==> src/rtl/ladybird_fetch.sv <==
// ladybird_fetch: instruction fetch stage.
//   Holds the fetch PC, issues word-aligned read requests on the instruction
//   bus and buffers returned words with their PCs in a DEPTH-entry FIFO that
//   feeds decode through a valid/ready handshake. A redirect flushes the FIFO
//   and restarts fetch at the new (word-aligned) PC.
// Ports:
//   clk, anrst                   clock, asynchronous active-low reset
//   bus_req/bus_addr/bus_wstrb   read request to the instruction bus
//   bus_gnt/bus_rdata            grant, with read data valid in the same cycle
//   redirect_valid/redirect_pc   flush and restart fetch
//   inst_valid/inst_ready        FIFO head handshake towards decode
//   inst_data/inst_pc            head instruction word and its PC

package ladybird_config;
  localparam int unsigned XLEN = 32;
endpackage

module ladybird_fetch #(
  parameter int unsigned     XLEN     = ladybird_config::XLEN,
  parameter int unsigned     DEPTH    = 4,
  parameter logic [XLEN-1:0] RESET_PC = '0
) (
  input  logic              clk,
  input  logic              anrst,
  output logic              bus_req,
  output logic [XLEN-1:0]   bus_addr,
  output logic [XLEN/8-1:0] bus_wstrb,
  input  logic              bus_gnt,
  input  logic [XLEN-1:0]   bus_rdata,
  input  logic              redirect_valid,
  input  logic [XLEN-1:0]   redirect_pc,
  output logic              inst_valid,
  input  logic              inst_ready,
  output logic [XLEN-1:0]   inst_data,
  output logic [XLEN-1:0]   inst_pc
);

  localparam int unsigned    AW         = $clog2(DEPTH);
  localparam logic [AW:0]    FULL_COUNT = (AW+1)'(DEPTH);

  logic [XLEN-1:0] fetch_pc;
  logic [AW-1:0]   rd_ptr;
  logic [AW-1:0]   wr_ptr;
  logic [AW:0]     count;
  logic [XLEN-1:0] mem_pc   [DEPTH];
  logic [XLEN-1:0] mem_word [DEPTH];
  logic            push;
  logic            pop;
  logic            redirect_pc_unused;

  // Low address bits of a redirect target are discarded.
  assign redirect_pc_unused = ^redirect_pc[1:0];

  // Gated by anrst so no request is visible while reset is held.
  assign bus_req    = anrst && (count < FULL_COUNT);
  assign bus_addr   = fetch_pc;
  assign bus_wstrb  = '0;
  assign inst_valid = (count != '0);
  assign inst_data  = mem_word[rd_ptr];
  assign inst_pc    = mem_pc[rd_ptr];

  // Redirect suppresses both the push and the pop of its cycle.
  assign push = bus_req && bus_gnt && !redirect_valid;
  assign pop  = inst_valid && inst_ready && !redirect_valid;

  always_ff @(posedge clk or negedge anrst) begin
    if (!anrst) begin
      fetch_pc <= RESET_PC;
      rd_ptr   <= '0;
      wr_ptr   <= '0;
      count    <= '0;
    end else if (redirect_valid) begin
      fetch_pc <= {redirect_pc[XLEN-1:2], 2'b00};
      rd_ptr   <= '0;
      wr_ptr   <= '0;
      count    <= '0;
    end else begin
      if (push) begin
        wr_ptr   <= wr_ptr + AW'(1);
        fetch_pc <= fetch_pc + XLEN'(4);
      end
      if (pop) begin
        rd_ptr <= rd_ptr + AW'(1);
      end
      case ({push, pop})
        2'b10:   count <= count + (AW+1)'(1);
        2'b01:   count <= count - (AW+1)'(1);
        default: count <= count;
      endcase
    end
  end

  // Storage needs no reset; entries are only read when count says valid.
  always_ff @(posedge clk) begin
    if (push) begin
      mem_pc[wr_ptr]   <= fetch_pc;
      mem_word[wr_ptr] <= bus_rdata;
    end
  end

endmodule

==> config.mk <==
export PLATFORM = sky130hd
export DESIGN_NAME = ladybird_fetch
export DESIGN_NICKNAME = d
export VERILOG_FILES = /design/src/rtl/ladybird_fetch.sv
export SDC_FILE = /design/constraint.sdc
export NUM_CORES = 1
export LEC_CHECK = 0
export ABC_AREA = 1
export CELL_PAD_IN_SITES_DETAIL_PLACEMENT = 0
export CELL_PAD_IN_SITES_GLOBAL_PLACEMENT = 1
export CORE_MARGIN = 4
export CORE_UTILIZATION = 43
export CTS_BUF_LIST = sky130_fd_sc_hd__clkbuf_16
export DETAILED_ROUTE_END_ITERATION = 12
export PLACE_DENSITY = 0.82
export SLEW_MARGIN = 20
export SYNTH_ARGS = -nofsm -noshare
export SYNTH_HDL_FRONTEND = slang
export SYNTH_SLANG_ARGS = --single-unit
==> constraint.sdc <==
create_clock -name clk -period 4.9 [get_ports clk]
set_clock_uncertainty 0.05 [all_clocks]
set_input_delay 1.225 -clock clk [delete_from_list [all_inputs] [get_ports clk]]
set_output_delay 1.225 -clock clk [all_outputs]
set_load 0.1 [all_outputs]
==> results.json <==
{
  "outcome": "finished, final reports clean",
  "dpl.hpwl_um": 17100,
  "cts_setup_buffers": 0,
  "wl_per_cell_um": 18.0,
  "place_congestion": 0.861,
  "cp-end-kind": "output port",
  "via_count": 8007,
  "htree_levels": 1,
  "antenna_found_initial": 1,
  "num_rows": 60,
  "die_area_um2": 30000,
  "grt_pass1_wl_um": 43800,
  "grt_pass1_vias": 8041,
  "drc_errors": 0,
  "worst_hold_slack_ps": 436,
  "viasPerCell": 5.23,
  "ioPinCount": 171,
  "layout_common_cells": "edfxtp_1, nor2_1, nand2_1",
  "synth-seq-cells": 285,
  "area_growth_pct": 24.1,
  "setup_slack_ps": 715,
  "clock_sinks": 285,
  "hold_class": "in -> async",
  "path_buf_inv": 2,
  "drt_iter0_markers": 558,
  "path_clk_slew_ps": 60,
  "grt_use_total_pct": 18.1,
  "die_x_um": 173,
  "dpl.cell_count": 1475,
  "setup_viol": 0,
  "cts_made_buffers": 30,
  "finalNonFillerCells": 1531,
  "fill_cells": 2313,
  "ant_nets": 0,
  "hold_buffers": 0,
  "maxCapViolCount": 0,
  "critical_path.top_delay_family": "buffers and inverters",
  "antenna_cells": 0,
  "clockRootBuffer": "clkbuf_16",
  "worst_pin_slew_ps": 1070,
  "hold_violations": 0,
  "r2r_end": "mem_word[1][1]",
  "layout_commonest_cell": "edfxtp_1",
  "ff2ff_setup_slack_ps": 2630,
  "switching_share_pct": 43.3,
  "routed_wl_um": 27600,
  "syn_area_um2": 11700,
  "slew_headroom_pct": 28.7,
  "max_stage_delay_ps": 860,
  "firstDrtPassIters": 5,
  "worstReg2RegStart": "count[2]",
  "start_kind": "flip-flop",
  "cp_max_fo": 106,
  "ctsResizeCount": 0,
  "p_sw_mw": 3.56,
  "dp_slack_ps": 1220,
  "clock_latency_ps": 540,
  "clkPwrFrac_pct": 26.8,
  "core_um2": 26900,
  "critPathKind": "reg -> out",
  "rr_worst_depth": 6,
  "total_leakage_power_nw": 5.23,
  "yosysWarnings": 0,
  "worstPathRequired_ps": 3620,
  "max_freq_ghz": 0.239,
  "pwr-share-comb_pct": 37.9,
  "p_int_mw": 4.67,
  "tritoncts": "built",
  "port_buffers": 160,
  "overflow": 0,
  "die_h_um": 173,
  "pwr-share-seq_pct": 35.3,
  "nets": 1241,
  "clock_path_buffers": 3,
  "power_density_nw_per_um2": 565,
  "peakVddDrop_uv": 296,
  "avgSynthCellArea_um2": 11.6,
  "synthDistinctLibCells": 33,
  "cp_cell_sequence": "buf_4 -> o21ai_0 -> o22ai_1 -> buf_4",
  "synth_largest_area_cell": "edfxtp_1",
  "grt_max_degree": 107,
  "initial_utilization_pct": 43.7,
  "ys_seq_area_share_pct": 71.4,
  "tns_ps": 0,
  "crit_arrival_ps": 2910,
  "crit_top_cell": "buf_4",
  "finalWorstPathRequiredPeriod_ps": 4190,
  "synth_cells": 1009,
  "rsz0062_at_grt": "no",
  "drive_above_1_share_pct": 12.5,
  "fin_crit_sh_pct": 85.4,
  "final-max-slew-violation-count": 0,
  "cpMaxStageDelayCell": "buf_4",
  "synth_top_area_share_pct": 63.5,
  "synth_area_leaders": "edfxtp_1, dfrtp_1, o21ai_0, nor2_1, nand2_1"
}
[synthesized netlist by cell type]
library cell and count:
fa_1 1, inv_2 4, o21ai_1 2, ha_1 5, a21oi_1 8, buf_4 8
inv_1 39, clkinv_1 2, xor2_1 7, o211ai_1 3, a31oi_1 1, nand2_1 148
nor2_2 8, dfrtp_1 37, nor2_1 181, a22oi_1 2, or2_0 1, nor3_1 3
o22ai_1 62, xnor2_1 3, o21ai_0 137, nand3_1 39, clkbuf_1 35, edfxtp_1 248
buf_2 13, o311ai_0 1, o21bai_1 1, nand2_2 3, nand3_4 1, nor2_4 1
o221ai_1 1, nand4_1 3, conb_1 1
[worst max-delay path by stage]
stage,startpoint,to,slack (ps),cells after the start
final,rd_ptr[0],inst_pc[15],710,4
after global routing,rd_ptr[0],inst_pc[18],530,4
after CTS,rd_ptr[0],inst_pc[17],670,4
after detailed placement,redirect_valid,count[1],1220,7
after global placement,redirect_valid,count[2],1230,9
after floorplan,bus_gnt,mem_pc[0][10],20,5
[cell type report]
type / instances / area (um^2) / share of cell area (%)
Clock buffer: 31 / 776 / 5.33
Multi-Input combinational cell: 630 / 2990 / 20.5
Tap cell: 341 / 427 / 2.93
Clock inverter: 25 / 206 / 1.42
Inverter: 45 / 171 / 1.18
Sequential cell: 285 / 8380 / 57.6
Timing Repair Buffer: 174 / 1610 / 11.0
[through the flow]
step | power, mW | utilization [%] | instance area [um^2]
finish | 8.23 | 54.2 | 14600
CTS | 8.29 | 54.2 | 14600
global route | 8.54 | 54.2 | 14600
global placement | 6.06 | 50.5 | 13600
detailed placement | 6.09 | 50.5 | 13600
floorplan | 5.35 | - | 11800
[cell families after synthesis]
group	share of synthesized area, %
other	0.0320
AND/OR/NAND/NOR	13.4
flip-flops	71.4
buffers and inverters	3.63
AO/OA/AOI/OAI	10.2
adder cells (fa/ha/maj)	0.704
XOR/XNOR	0.747
[sequential cells by signal (all words and copies together) (netlist names)]
| signal | cells |
|---|---|
| bus_addr | 30 |
| rd_ptr | 2 |
| wr_ptr | 2 |
| count | 3 |
| mem_word | 128 |
| mem_pc | 120 |
[power groups by stage]
| stage | clock network [mW] | logic, mW | registers (mW) |
|---|---|---|---|
| floorplan | 0 | 2.22 | 3.13 |
| global placement | 0 | 3.12 | 2.95 |
| detailed placement | 0 | 3.14 | 2.95 |
| CTS | 2.25 | 3.14 | 2.90 |
| global route | 2.35 | 3.27 | 2.92 |
| finish | 2.21 | 3.12 | 2.90 |
[metal layers]
layer	vias up	track usage (%)	part of all wire, %
li1	3877	-	-
met1	3870	23.5	43
met2	227	32.0	50
met3	33	3.08	5.4
met4	0	4.32	1.5
met5	-	0	0
Note: power is estimated with default switching activity, not from simulation.
